**config.mk**
```make
export PLATFORM = sky130hd
export DESIGN_NAME = i2c_txn_arbiter
export DESIGN_NICKNAME = d
export VERILOG_FILES = /design/src/rtl/i2c_txn_arbiter.sv
export SDC_FILE = /design/constraint.sdc
export NUM_CORES = 1
export LEC_CHECK = 0
export ABC_AREA = 1
export CAP_MARGIN = 20
export CORE_MARGIN = 1
export CORE_UTILIZATION = 50
export CTS_BUF_LIST = sky130_fd_sc_hd__clkbuf_8
export DETAILED_ROUTE_END_ITERATION = 10
export GPL_TIMING_DRIVEN = 0
export PLACE_DENSITY_LB_ADDON = 0.08
export SLEW_MARGIN = 20
export SYNTH_ARGS = -nofsm -noshare
export SYNTH_HDL_FRONTEND = slang
export SYNTH_SLANG_ARGS = --single-unit
```
**constraint.sdc**
```tcl
create_clock -name clk -period 2.6 [get_ports clk]
set_input_delay 0.52 -clock clk [delete_from_list [all_inputs] [get_ports clk]]
set_output_delay 0.52 -clock clk [all_outputs]
set_load 0.005 [all_outputs]
```
**src/rtl/i2c_txn_arbiter.sv**
```systemverilog
// Round-robin arbiter that shares one I2C byte engine among N_REQ clients.
// Each grant is expanded into START/WRITE/RESTART/READ/STOP engine commands.
module i2c_txn_arbiter #(
   parameter int N_REQ   = 2,
   parameter int LEN_W   = 4,
   parameter int TMO_CYC = 4096
) (
   input  logic                   clk,
   input  logic                   reset,
   input  logic [N_REQ-1:0]       req_valid,
   output logic [N_REQ-1:0]       req_ready,
   input  logic [N_REQ-1:0]       req_rw,
   input  logic [7*N_REQ-1:0]     req_dev,
   input  logic [8*N_REQ-1:0]     req_reg,
   input  logic [8*N_REQ-1:0]     req_wdata,
   input  logic [LEN_W*N_REQ-1:0] req_len,
   output logic                   cmd_valid,
   input  logic                   cmd_ready,
   output logic [2:0]             cmd_op,
   output logic [7:0]             cmd_wdata,
   input  logic                   rsp_valid,
   input  logic                   rsp_ack,
   input  logic [7:0]             rsp_rdata,
   output logic                   rd_valid,
   output logic [7:0]             rd_data,
   output logic                   rd_last,
   output logic                   done_valid,
   output logic [2:0]             done_id,
   output logic                   done_err,
   output logic                   busy
);

   localparam int TW = $clog2(TMO_CYC + 1);

   localparam logic [1:0] S_IDLE  = 2'd0;
   localparam logic [1:0] S_ISSUE = 2'd1;
   localparam logic [1:0] S_WAIT  = 2'd2;
   localparam logic [1:0] S_DONE  = 2'd3;

   localparam logic [2:0] P_START = 3'd0;
   localparam logic [2:0] P_DEV   = 3'd1;
   localparam logic [2:0] P_REG   = 3'd2;
   localparam logic [2:0] P_DATA  = 3'd3;
   localparam logic [2:0] P_RST   = 3'd4;
   localparam logic [2:0] P_DEVR  = 3'd5;
   localparam logic [2:0] P_READ  = 3'd6;
   localparam logic [2:0] P_STOP  = 3'd7;

   localparam logic [2:0] OP_START = 3'd0;
   localparam logic [2:0] OP_WRITE = 3'd1;
   localparam logic [2:0] OP_RACK  = 3'd2;
   localparam logic [2:0] OP_RNACK = 3'd3;
   localparam logic [2:0] OP_STOP  = 3'd4;
   localparam logic [2:0] OP_RST   = 3'd5;

   logic [1:0]       state;
   logic [2:0]       phase;
   logic [2:0]       ptr;
   logic [2:0]       id_q;
   logic             rw_q;
   logic [6:0]       dev_q;
   logic [7:0]       reg_q;
   logic [7:0]       wdata_q;
   logic [LEN_W-1:0] cnt;
   logic             err;
   logic [TW-1:0]    tmo;

   logic             gnt_hit;
   logic [2:0]       gnt_idx;
   logic             g_rw;
   logic [6:0]       g_dev;
   logic [7:0]       g_reg;
   logic [7:0]       g_wdata;
   logic [LEN_W-1:0] g_len;
   logic [2:0]       op;
   logic [7:0]       wd;
   logic             is_write;
   int               j;

   // Scan from ptr upward, wrapping, first pending requester wins
   always_comb begin
      gnt_hit = 1'b0;
      gnt_idx = 3'd0;
      j = 0;
      for (int k = 0; k < N_REQ; k++) begin
         j = int'(ptr) + k;
         if (j >= N_REQ) j = j - N_REQ;
         if (!gnt_hit && req_valid[j]) begin
            gnt_hit = 1'b1;
            gnt_idx = 3'(j);
         end
      end
   end

   always_comb begin
      g_rw    = req_rw[gnt_idx];
      g_dev   = req_dev[int'(gnt_idx)*7 +: 7];
      g_reg   = req_reg[int'(gnt_idx)*8 +: 8];
      g_wdata = req_wdata[int'(gnt_idx)*8 +: 8];
      g_len   = req_len[int'(gnt_idx)*LEN_W +: LEN_W];
   end

   assign req_ready = (!reset && state == S_IDLE && gnt_hit)
                    ? (N_REQ'(1) << gnt_idx) : '0;

   always_comb begin
      op = OP_STOP;
      wd = 8'h00;
      is_write = 1'b0;
      unique case (phase)
         P_START: op = OP_START;
         P_DEV: begin
            op = OP_WRITE;
            wd = {dev_q, 1'b0};
            is_write = 1'b1;
         end
         P_REG: begin
            op = OP_WRITE;
            wd = reg_q;
            is_write = 1'b1;
         end
         P_DATA: begin
            op = OP_WRITE;
            wd = wdata_q;
            is_write = 1'b1;
         end
         P_RST: op = OP_RST;
         P_DEVR: begin
            op = OP_WRITE;
            wd = {dev_q, 1'b1};
            is_write = 1'b1;
         end
         P_READ: op = (cnt == LEN_W'(1)) ? OP_RNACK : OP_RACK;
         P_STOP: op = OP_STOP;
      endcase
   end

   assign cmd_valid = (state == S_ISSUE);
   assign cmd_op    = cmd_valid ? op : 3'd0;
   assign cmd_wdata = cmd_valid ? wd : 8'h00;
   assign done_id   = id_q;

   always_ff @(posedge clk) begin
      if (reset) begin
         state      <= S_IDLE;
         phase      <= P_START;
         ptr        <= 3'd0;
         id_q       <= 3'd0;
         rw_q       <= 1'b0;
         dev_q      <= 7'd0;
         reg_q      <= 8'd0;
         wdata_q    <= 8'd0;
         cnt        <= '0;
         err        <= 1'b0;
         tmo        <= '0;
         rd_valid   <= 1'b0;
         rd_data    <= 8'd0;
         rd_last    <= 1'b0;
         done_valid <= 1'b0;
         done_err   <= 1'b0;
         busy       <= 1'b0;
      end else begin
         rd_valid   <= 1'b0;
         rd_last    <= 1'b0;
         done_valid <= 1'b0;
         done_err   <= 1'b0;
         unique case (state)
            S_IDLE: begin
               if (gnt_hit) begin
                  id_q    <= gnt_idx;
                  rw_q    <= g_rw;
                  dev_q   <= g_dev;
                  reg_q   <= g_reg;
                  wdata_q <= g_wdata;
                  cnt     <= g_len;
                  err     <= 1'b0;
                  phase   <= P_START;
                  ptr     <= (gnt_idx == 3'(N_REQ - 1)) ? 3'd0 : gnt_idx + 3'd1;
                  if (g_rw && g_len == '0) begin
                     state      <= S_DONE;
                     done_valid <= 1'b1;
                     done_err   <= 1'b1;
                  end else begin
                     state <= S_ISSUE;
                     busy  <= 1'b1;
                  end
               end
            end
            S_ISSUE: begin
               if (cmd_ready) begin
                  state <= S_WAIT;
                  tmo   <= '0;
               end
            end
            S_WAIT: begin
               if (rsp_valid) begin
                  state <= S_ISSUE;
                  if (is_write && !rsp_ack) begin
                     err   <= 1'b1;
                     phase <= P_STOP;
                  end else begin
                     unique case (phase)
                        P_START: phase <= P_DEV;
                        P_DEV:   phase <= P_REG;
                        P_REG:   phase <= rw_q ? P_RST : P_DATA;
                        P_DATA:  phase <= P_STOP;
                        P_RST:   phase <= P_DEVR;
                        P_DEVR:  phase <= P_READ;
                        P_READ: begin
                           rd_valid <= 1'b1;
                           rd_data  <= rsp_rdata;
                           rd_last  <= (cnt == LEN_W'(1));
                           cnt      <= cnt - LEN_W'(1);
                           if (cnt == LEN_W'(1)) phase <= P_STOP;
                        end
                        P_STOP: begin
                           state      <= S_DONE;
                           done_valid <= 1'b1;
                           done_err   <= err;
                           busy       <= 1'b0;
                        end
                     endcase
                  end
               end else if (tmo == TW'(TMO_CYC - 1)) begin
                  // Abort without STOP; the engine is presumed wedged
                  state      <= S_IDLE;
                  done_valid <= 1'b1;
                  done_err   <= 1'b1;
                  busy       <= 1'b0;
               end else begin
                  tmo <= tmo + TW'(1);
               end
            end
            S_DONE: state <= S_IDLE;
         endcase
      end
   end

endmodule
```
======== Word level (Yosys, flattened, before mapping) ========
Cells that the tools add are included.
cells by class
  $mul .................................... 1
  mux-type cells .......................... 69
  shifts and indexed selects .............. 5
  reduce and logical (&&, ||, !) cells .... 24
  bitwise operators ....................... 4
  equality and inequality tests ........... 27
  $add $sub $neg .......................... 6
  magnitude comparators ................... 5
operators with widths
  operator               count
  $lt 32x3->1 const B    2
  $mux 32                2
  $mux 13                3
  $pmux 8 s4             1
  $shiftx 16x7->8        2
  $mux 1                 31
  $mux 3                 9
  $pmux 13 s2            1
  $pmux 3 s7             1
  $mux 2                 8
  $mux 4                 4
  $ne 2x2->1 const B     8
  $pmux 3 s5             1
  $shiftx 14x7->7        1
  $add 13x1->13 const B  1
  $eq 13x12->1 const B   1
  $eq 3x3->1 const B     4
  $reduce_and 4->1       3
  $reduce_and 5->1       2
  $ne 3x3->1 const B     3
  $ne 9x9->1 const B     1
  $mux 8                 1
  $pmux 1 s2             4
  $pmux 2 s4             1
  32 further kinds       46
storage, ports and cells
  bits of input ports ..................... 71
  flip-flop bits (word level) ............. 66
  output and inout bits ................... 30
  logic and storage cells ................. 158

======== Depth between registers and ports, before layout ========
Gate-level depths: netlist of run 1.
  word-level depth ........................ 15
  depth in mapped cells ................... 19
  mapped depth without buffers ............ 19

======== Least setup slack after synthesis of run 1 ========
OpenSTA, ideal clock, no wires.
  kind .................................... register to output
  start point ............................. register ptr[0]
  end point ............................... output port req_ready[1]
  cell stages (with the launch flop) ...... 14
  path buffers ............................ 1
  required time ........................... 2.080 ns
  arrival time ............................ 1.965 ns
  slack ................................... 0.115 ns
  cell sequence ........................... dfxtp_1 > inv_2 > ha_1 > ha_1 > inv_1 > a21oi_1 > nand2_1 > nand2_1 > a21boi_4 > nand2_4 > nor2_4 > nand2_4 > buf_6 > nor2_1
between the ends
  cells in the longest elaborated chain, start to end .. 11
  elaborated cells on any way between the ends .. 22
  classes of those cells .................. add/sub (3); order compare (2); shift (1); mux (13); reduce/logical (3)
ends and longest elaborated chain
  item                                                  RTL line  text
  start, declared                                       58        logic [2:0] ptr;
  start signal, assigned                                178       ptr <= (gnt_idx == 3'(N_REQ - 1)) ? 3'd0 : gnt_idx + 3'd1;
  branches (longest 10 deep; another with $sub 4x2->5)  n/a
  $mux 2 *                                              104       ? (N_REQ'(1) << gnt_idx) : '0;
  end, declared                                         11        output logic [N_REQ-1:0] req_ready,
Every way passes the cells marked *. The select of a mux whose other input is x is not followed.

======== Worst setup path after layout of run 1 ========
  start point ............................. register ptr[0]
  end point ............................... output port req_ready[0]
The elaborated chain is that of the path after synthesis.

==> results of run 1 <==
cells by family after synthesis:
family / synth area share
simple gates: 0.2873
compound gates: 0.1911
buf+inv: 0.09720
flops: 0.3515
mux: 0.02663
fa+ha+maj: 0.02996
xor+xnor: 0.01631
final timing paths:
| kind | from | to | slack [ps] | depth (start not counted) |
|---|---|---|---|---|
| worst max-delay path | ptr[0] | req_ready[0] | -130 | 15 |
| worst min-delay path | busy | busy | 460 | 2 |
| worst max register to register | ptr[0] | busy | 160 | 17 |
| worst min register to register | busy | busy | 460 | 2 |
sequential cells by signal, indices dropped and copies added (netlist names):
name	count
ptr	3
reg_q	8
state	2
rd_valid	1
cnt	4
rd_last	1
rw_q	1
done_valid	1
rd_data	8
wdata_q	8
dev_q	7
busy	1
tmo	13
done_id	3
done_err	1
phase	3
err	1
layer usage:
layer | part of all wire | track usage | vias up
met2 | 0.47 | 0.4797 | 146
met5 | 0 | 0 | -
met1 | 0.42 | 0.3238 | 1848
met3 | 0.066 | 0.07276 | 41
met4 | 0.038 | 0.1642 | 0
li1 | - | - | 1981
area by class of cell:
class / instances / area, um^2 / area share
buffer: 14 / 87.58 / 0.01658
clock buffer: 10 / 137.6 / 0.02605
clock inverter: 4 / 15.01 / 0.002842
inverter: 69 / 272.8 / 0.05162
multi-input combinational: 375 / 2180 / 0.4125
sequential: 66 / 1338 / 0.2531
tap: 99 / 123.9 / 0.02344
timing repair buffer: 117 / 1130 / 0.2138
power by group through the flow:
stage	Clock, mW	Combinational (mW)	Sequential (mW)
global route	0.776	3.04	1.48
CTS	0.720	2.56	1.45
global placement	0	2.12	1.44
floorplan	0	1.59	1.42
finish	0.712	2.81	1.45
detailed placement	0	2.19	1.46
timing repair:
action                                 CTS  global route
endpoints found under the hold margin    0             0
setup endpoints to repair               10            12
pin swaps                               14            12
buffers inserted                        12             5
resized for setup                       39            16
tightest hold or removal path, cell delays in order (launching register included):
cell	delay, ps
sky130_fd_sc_hd__dfxtp_1	310
sky130_fd_sc_hd__inv_1	50
sky130_fd_sc_hd__a21oi_1	60
Yosys cell counts (9+ instances only):
master | n | area (um^2)
sky130_fd_sc_hd__o21ai_0 | 27 | 135.1
sky130_fd_sc_hd__nand2_1 | 91 | 341.6
sky130_fd_sc_hd__nand3_1 | 29 | 145.1
sky130_fd_sc_hd__dfxtp_1 | 66 | 1321
sky130_fd_sc_hd__a21oi_1 | 33 | 165.2
sky130_fd_sc_hd__ha_1 | 9 | 112.6
sky130_fd_sc_hd__inv_1 | 61 | 229.0
sky130_fd_sc_hd__mux2i_1 | 10 | 100.1
sky130_fd_sc_hd__nor3_1 | 11 | 55.05
sky130_fd_sc_hd__nor2_1 | 94 | 352.8
sky130_fd_sc_hd__o32ai_2 | 9 | 146.4
stage by stage:
stage	cells	area, um^2	hold WS [ps]	total power [mW]
2_1_floorplan	527	3759	430.8	3.013
3_3_place_gp	726	4883	443.1	3.566
3_5_place_dp	726	4883	456.6	3.646
4_1_cts	749	5197	465.8	4.725
5_1_grt	754	5284	493.2	5.289
6_report	754	5284	464.6	4.978
layout by cell type (no fill, tap or decap), types with 5 or more instances in the layout:
cell type and count:
sky130_fd_sc_hd__clkdlybuf4s50_1 98, sky130_fd_sc_hd__nor2_1 92, sky130_fd_sc_hd__nand2_1 84, sky130_fd_sc_hd__dfxtp_1 61, sky130_fd_sc_hd__inv_1 55, sky130_fd_sc_hd__a21oi_1 32, sky130_fd_sc_hd__nand3_1 27, sky130_fd_sc_hd__o21ai_0 27
sky130_fd_sc_hd__buf_4 16, sky130_fd_sc_hd__inv_2 15, sky130_fd_sc_hd__nand2_2 12, sky130_fd_sc_hd__mux2i_1 10, sky130_fd_sc_hd__clkbuf_8 10, sky130_fd_sc_hd__nor3_1 9, sky130_fd_sc_hd__o32ai_2 9, sky130_fd_sc_hd__xor2_1 7
sky130_fd_sc_hd__o22ai_1 7, sky130_fd_sc_hd__o21ai_1 6, sky130_fd_sc_hd__buf_6 6, sky130_fd_sc_hd__buf_2 6, sky130_fd_sc_hd__ha_1 6, sky130_fd_sc_hd__clkbuf_1 5
==> run_summary.xml, run 1 <==
<?xml version="1.0" encoding="UTF-8"?>
<metrics>
  <group name="outcome">
    <metric name="outcome" unit="">finished with violations</metric>
    <metric name="violations" unit="">setup timing</metric>
  </group>
  <group name="place">
    <metric name="total_of_buffers_placed_on_input_and_output_ports" unit="">100</metric>
    <metric name="dp_hpwl" unit="mm">7.918</metric>
    <metric name="place_congestion" unit="">0.8978</metric>
    <metric name="detailedPlace.worstSlack" unit="ps">-690.5</metric>
  </group>
  <group name="sta">
    <metric name="finalMaxSlewViolations" unit="">0</metric>
    <metric name="skew" unit="ps">6.569</metric>
    <metric name="worst_slew_pin_tran" unit="ps">619.9</metric>
    <metric name="period_minus_slack" unit="ps">2727</metric>
    <metric name="slew_headroom" unit="">0.5867</metric>
    <metric name="worst_slack" unit="ps">-127.5</metric>
    <metric name="setup_violations" unit="">2</metric>
    <metric name="final.setup.tns" unit="ps">-241.2</metric>
    <metric name="hold_viol_final" unit="">0</metric>
    <metric name="grt_setup_unrepaired" unit="">yes</metric>
    <metric name="max_freq" unit="MHz">366.6</metric>
    <metric name="post-route-period-util" unit="">1.049</metric>
  </group>
  <group name="route">
    <metric name="route.detailed.vias_per_inst" unit="">5.326</metric>
    <metric name="drt_iter0_drc" unit="">173</metric>
    <metric name="detail-route-antenna-nets" unit="">0</metric>
    <metric name="vias" unit="">4016</metric>
    <metric name="drt_pass1_iterations" unit="">5</metric>
    <metric name="route.detailed.wl_per_inst" unit="um">14.70</metric>
    <metric name="totalWireLength" unit="mm">11.08</metric>
    <metric name="route.detailed.drc" unit="">0</metric>
  </group>
  <group name="power_and_ir_drop">
    <metric name="net-switching-power" unit="mW">2.126</metric>
    <metric name="sw_frac" unit="">0.4270</metric>
    <metric name="power.leakage" unit="nW">2.139</metric>
    <metric name="power_report.internal_total" unit="mW">2.853</metric>
    <metric name="pwr-share-clk" unit="">0.143</metric>
    <metric name="vdd_ir_drop_max" unit="mV">0.4778</metric>
    <metric name="power_density" unit="nW/um^2">942.2</metric>
    <metric name="seq_power_share" unit="">0.292</metric>
    <metric name="power.share.combinational" unit="">0.565</metric>
  </group>
  <group name="worst_setup_path">
    <metric name="critical_path.cell_chain" unit="">ha_4 &gt; inv_2 &gt; nand2_2 &gt; nand2_2 &gt; inv_2 &gt; ha_4 &gt; inv_2 &gt; a21oi_2 &gt; nand3_1 &gt; nand3_2 &gt; nand2_2 &gt; inv_2 &gt; nand2_2 &gt; nor3_4 &gt; buf_2</metric>
    <metric name="cpLargestDelayFamily" unit="">simple AND/OR/NAND/NOR gates</metric>
    <metric name="required_time_worst_endpoint" unit="ps">2080</metric>
    <metric name="critical_path.max_stage_delay" unit="ps">380</metric>
    <metric name="critPathArrivalTime" unit="ps">2210</metric>
    <metric name="critical_path_class" unit="">reg -&gt; out</metric>
    <metric name="worstSetupStartpointType" unit="">flip-flop</metric>
    <metric name="crit_buf_inv" unit="">5</metric>
    <metric name="critPathSlowestCell" unit="">sky130_fd_sc_hd__dfxtp_4</metric>
    <metric name="critical_path.max_fanout" unit="">3</metric>
    <metric name="setup.worst_path.end_class" unit="">output port</metric>
  </group>
  <group name="global_routing">
    <metric name="initial_antenna_violation_count" unit="">0</metric>
    <metric name="grt_pass1_vias" unit="">3791</metric>
    <metric name="grt_remaining_overflow" unit="">0</metric>
    <metric name="grtUsageTotal" unit="">0.2835</metric>
    <metric name="grt_start_max_net_pins" unit="">20</metric>
    <metric name="grt_pass1_wl" unit="mm">16.99</metric>
  </group>
  <group name="cts">
    <metric name="cts-hold-fix-buffers" unit="">0</metric>
    <metric name="clk_latency" unit="ps">340</metric>
    <metric name="cts-root-to-sink-buffers" unit="">2</metric>
    <metric name="clock-root-buffer" unit="">sky130_fd_sc_hd__clkbuf_8</metric>
    <metric name="cts_tree" unit="">done</metric>
    <metric name="cts_made_buffers" unit="">9</metric>
    <metric name="h-tree-depth" unit="">3</metric>
    <metric name="cts.sink_count" unit="">66</metric>
    <metric name="cts.reportedPaths.clkPinSlew" unit="ps">60</metric>
  </group>
  <group name="finish">
    <metric name="area_growth_syn_to_layout" unit="%">40.58</metric>
    <metric name="antenna_cells_inserted" unit="">0</metric>
    <metric name="fillers" unit="">578</metric>
    <metric name="num-nets-final" unit="">732</metric>
    <metric name="core_occupancy_in_the_finished_layout" unit="">0.7285</metric>
    <metric name="layout-drive-gt1-share" unit="">0.1618</metric>
  </group>
  <group name="logic_synthesis">
    <metric name="seq_area_frac_synth" unit="">0.3515</metric>
    <metric name="synthCells" unit="">527</metric>
    <metric name="postSynthNetCount" unit="">607</metric>
    <metric name="synth.distinct_cells" unit="">41</metric>
    <metric name="synth_async_sr_flop_share" unit="">0</metric>
    <metric name="synth_seq_cells" unit="">66</metric>
    <metric name="synth_flop_cell" unit="">sky130_fd_sc_hd__dfxtp_1</metric>
    <metric name="cell_area_synth" unit="um^2">3759</metric>
    <metric name="synth.yosys.warnings" unit="">0</metric>
    <metric name="avgSynthCellArea" unit="um^2">7.132</metric>
    <metric name="synth_enable_flop_cells" unit="">0</metric>
  </group>
  <group name="floorplanning">
    <metric name="die_h" unit="um">88.70</metric>
    <metric name="design.die.area" unit="um^2">7868</metric>
    <metric name="initial_utilization" unit="">0.5182</metric>
    <metric name="fp.dieW" unit="um">88.70</metric>
    <metric name="boundaryPins" unit="">101</metric>
    <metric name="std_cell_rows" unit="">31</metric>
    <metric name="coreArea" unit="um^2">7253</metric>
  </group>
  <group name="job">
    <metric name="max_cap_viol_count" unit="">0</metric>
  </group>
  <group name="worst_hold_path">
    <metric name="hp-class" unit="">reg -&gt; reg</metric>
  </group>
</metrics>
(Power assumes the default switching activity.)
==> run 2: changes to the inputs <==
--- a/config.mk
+++ b/config.mk
@@ -8,10 +8,12 @@
 export ABC_AREA = 1
 export CAP_MARGIN = 20
 export CORE_MARGIN = 1
-export CORE_UTILIZATION = 50
+export CORE_UTILIZATION = 55
 export CTS_BUF_LIST = sky130_fd_sc_hd__clkbuf_8
 export DETAILED_ROUTE_END_ITERATION = 10
+export DONT_BUFFER_PORTS = 1
 export GPL_TIMING_DRIVEN = 0
+export MAX_ROUTING_LAYER = met4
 export PLACE_DENSITY_LB_ADDON = 0.08
 export SLEW_MARGIN = 20
 export SYNTH_ARGS = -nofsm -noshare
==> run 2 against run 1 <==
The flow finishes with violations (DRC). Count of clock-buffer cells in the layout did not move. Clock skew grew 1.6 ps. Final cell count is 17% lower. Critical path type unchanged.
==> run_summary.xml, run 2 (synthesized netlist as in run 1, its figures left out) <==
<?xml version="1.0" encoding="UTF-8"?>
<metrics>
  <group name="global_routing">
    <metric name="grt_pass1_vias" unit="">3326</metric>
    <metric name="globalRouteMet3Util" unit="">0.05211</metric>
    <metric name="met1_grt_util" unit="">0.3563</metric>
    <metric name="globalRouteMet2Util" unit="">0.4412</metric>
    <metric name="initial_antenna_violation_count" unit="">0</metric>
    <metric name="grtUsageTotal" unit="">0.2800</metric>
    <metric name="grt_start_max_net_pins" unit="">20</metric>
    <metric name="busiest_layer" unit="">met2</metric>
    <metric name="grt_pass1_wl" unit="mm">15.42</metric>
    <metric name="grt_remaining_overflow" unit="">0</metric>
  </group>
  <group name="floorplanning">
    <metric name="design.die.area" unit="um^2">7168</metric>
    <metric name="std_cell_rows" unit="">29</metric>
    <metric name="initial_utilization" unit="">0.5819</metric>
    <metric name="boundaryPins" unit="">101</metric>
    <metric name="coreArea" unit="um^2">6459</metric>
    <metric name="die_h" unit="um">84.67</metric>
    <metric name="fp.dieW" unit="um">84.67</metric>
  </group>
  <group name="route">
    <metric name="route.detailed.vias_per_inst" unit="">5.576</metric>
    <metric name="vias" unit="">3507</metric>
    <metric name="route.detailed.wl_per_inst" unit="um">15.03</metric>
    <metric name="detail-route-antenna-nets" unit="">0</metric>
    <metric name="route.detailed.drc" unit="">5</metric>
    <metric name="drt_pass1_iterations" unit="">9</metric>
    <metric name="totalWireLength" unit="mm">9.456</metric>
    <metric name="drt_iter0_drc" unit="">176</metric>
  </group>
  <group name="sta">
    <metric name="final.setup.tns" unit="ps">0</metric>
    <metric name="worst_slew_pin_tran" unit="ps">606.8</metric>
    <metric name="period_minus_slack" unit="ps">2568</metric>
    <metric name="setup_violations" unit="">0</metric>
    <metric name="skew" unit="ps">8.192</metric>
    <metric name="slew_headroom" unit="">0.5954</metric>
    <metric name="finalMaxSlewViolations" unit="">0</metric>
    <metric name="finalHoldWorstSlack" unit="ps">314.3</metric>
    <metric name="worst_slack" unit="ps">32.46</metric>
    <metric name="grt_setup_unrepaired" unit="">yes</metric>
    <metric name="max_freq" unit="MHz">389.5</metric>
    <metric name="hold_viol_final" unit="">0</metric>
    <metric name="post-route-period-util" unit="">0.9875</metric>
  </group>
  <group name="finish">
    <metric name="largest_register" unit="">tmo</metric>
    <metric name="mostFrequentLayoutCells" unit="">93 x sky130_fd_sc_hd__nor2_1, 83 x sky130_fd_sc_hd__nand2_1, 64 x sky130_fd_sc_hd__dfxtp_1</metric>
    <metric name="core_occupancy_in_the_finished_layout" unit="">0.6629</metric>
    <metric name="antenna_cells_inserted" unit="">0</metric>
    <metric name="fillers" unit="">620</metric>
    <metric name="num-nets-final" unit="">627</metric>
    <metric name="layout.area.seq" unit="um^2">1329</metric>
    <metric name="largest_reg_flops" unit="">13</metric>
    <metric name="multi_input_comb_area" unit="um^2">2165</metric>
    <metric name="area_growth_syn_to_layout" unit="%">13.91</metric>
    <metric name="mostFrequentLayoutCell" unit="">sky130_fd_sc_hd__nor2_1</metric>
    <metric name="layout-drive-gt1-share" unit="">0.1685</metric>
  </group>
  <group name="place">
    <metric name="place_congestion" unit="">0.8834</metric>
    <metric name="total_of_buffers_placed_on_input_and_output_ports" unit="">0</metric>
    <metric name="detailedPlace.worstSlack" unit="ps">-150.5</metric>
    <metric name="dp_hpwl" unit="mm">7.015</metric>
  </group>
  <group name="cts">
    <metric name="h-tree-depth" unit="">3</metric>
    <metric name="cts-hold-fix-buffers" unit="">0</metric>
    <metric name="cts_tree" unit="">done</metric>
    <metric name="cts-root-to-sink-buffers" unit="">2</metric>
    <metric name="clock-root-buffer" unit="">sky130_fd_sc_hd__clkbuf_8</metric>
    <metric name="clk_latency" unit="ps">340</metric>
    <metric name="cts_made_buffers" unit="">9</metric>
    <metric name="cts.sink_count" unit="">66</metric>
    <metric name="cts.reportedPaths.clkPinSlew" unit="ps">70</metric>
  </group>
  <group name="worst_setup_path">
    <metric name="required_time_worst_endpoint" unit="ps">2080</metric>
    <metric name="setup.worst_path.end_class" unit="">output port</metric>
    <metric name="critical_path_class" unit="">reg -&gt; out</metric>
    <metric name="worstSetupStartpointType" unit="">flip-flop</metric>
    <metric name="r2r.worst_path.cells" unit="">18</metric>
    <metric name="critPathArrivalTime" unit="ps">2050</metric>
    <metric name="critical_path.max_fanout" unit="">3</metric>
    <metric name="crit_path_start" unit="">ptr[1]</metric>
    <metric name="rrSetupSlack" unit="ps">300</metric>
    <metric name="reg2reg_from" unit="">ptr[1]</metric>
  </group>
  <group name="power_and_ir_drop">
    <metric name="sw_frac" unit="">0.4086</metric>
    <metric name="vdd_ir_drop_max" unit="mV">0.8145</metric>
    <metric name="seq_power_share" unit="">0.294</metric>
    <metric name="pwr-share-clk" unit="">0.218</metric>
    <metric name="net-switching-power" unit="mW">2.016</metric>
    <metric name="power_density" unit="nW/um^2">1153</metric>
    <metric name="power_report.internal_total" unit="mW">2.919</metric>
    <metric name="power.leakage" unit="nW">1.752</metric>
    <metric name="power.share.combinational" unit="">0.488</metric>
  </group>
  <group name="worst_hold_path">
    <metric name="whs_path_depth" unit="">2</metric>
    <metric name="timing.hold.worst.start" unit="">rsp_rdata[6]</metric>
    <metric name="hp-class" unit="">in -&gt; reg</metric>
  </group>
  <group name="outcome">
    <metric name="outcome" unit="">finished with violations</metric>
    <metric name="violations" unit="">DRC</metric>
  </group>
  <group name="job">
    <metric name="max_cap_viol_count" unit="">0</metric>
  </group>
</metrics>
## run 2: power groups by stage
| stage | combinational, mW | sequential (mW) | clock (mW) |
|---|---|---|---|
| after floorplan | 1.59 | 1.42 | 0 |
| after global placement | 1.91 | 1.46 | 0 |
| after detailed placement | 1.96 | 1.46 | 0 |
| after CTS | 2.24 | 1.45 | 1.09 |
| after global routing | 2.67 | 1.48 | 1.14 |
| final | 2.41 | 1.45 | 1.07 |
## run 2: timing repair
action | in CTS | in global routing
gates cloned | 0 | 0
endpoints found under the setup margin | 2 | 2
buffers inserted | 9 | 2
resized for setup | 22 | 9
pin swaps | 13 | 4
## run 2: path summary, 6_finish.rpt
kind / end
worst max-delay path: req_ready[1]
worst min-delay path: rd_data[6]
worst max register to register: wdata_q[7]
worst min register to register: busy
## run 2: final cells by class
class                      instances  area share
inverter                          69     0.06049
multi-input combinational        375      0.5056
buffer                            15     0.02133
timing repair buffer              11     0.02104
clock inverter                     6     0.02659
clock buffer                      10     0.03214
tap                               77     0.02250
sequential                        66      0.3103
## run 2: critical path, stage by stage (launching register included)
cell,delay [ps]
sky130_fd_sc_hd__dfxtp_4,380
sky130_fd_sc_hd__ha_4,150
sky130_fd_sc_hd__inv_2,30
sky130_fd_sc_hd__nand2_2,60
sky130_fd_sc_hd__nand2_2,60
sky130_fd_sc_hd__inv_2,70
sky130_fd_sc_hd__ha_4,130
sky130_fd_sc_hd__inv_2,40
sky130_fd_sc_hd__a21oi_4,120
sky130_fd_sc_hd__nand2_2,80
sky130_fd_sc_hd__nand3_1,90
sky130_fd_sc_hd__nand3_2,90
sky130_fd_sc_hd__nand2_2,120
sky130_fd_sc_hd__inv_2,60
sky130_fd_sc_hd__buf_4,140
sky130_fd_sc_hd__nand2_4,70
sky130_fd_sc_hd__nor2_4,40
## run 2: per-stage QoR
step           std cells  instance area [um^2]  power [mW]
3_5_place_dp         604                  3855       3.427
4_1_cts              627                  4234       4.778
3_3_place_gp         604                  3855       3.370
2_1_floorplan        527                  3759       3.013
6_report             629                  4282       4.935
5_1_grt              629                  4282       5.285
## run 2: metal layers
layer,up-vias,part of all wire
met4,0,0.017
met5,-,0
met3,15,0.048
met2,98,0.47
li1,1768,-
met1,1626,0.46
==> run 3: changes to the inputs <==
--- a/config.mk
+++ b/config.mk
@@ -10,6 +10,7 @@
 export CORE_MARGIN = 1
 export CORE_UTILIZATION = 55
 export CTS_BUF_LIST = sky130_fd_sc_hd__clkbuf_8
+export CTS_CLUSTER_SIZE = 14
 export DETAILED_ROUTE_END_ITERATION = 10
 export DONT_BUFFER_PORTS = 1
 export GPL_TIMING_DRIVEN = 0
==> results of run 3 <==
The final DEF is identical to that of run 2; final timing and power are the same.
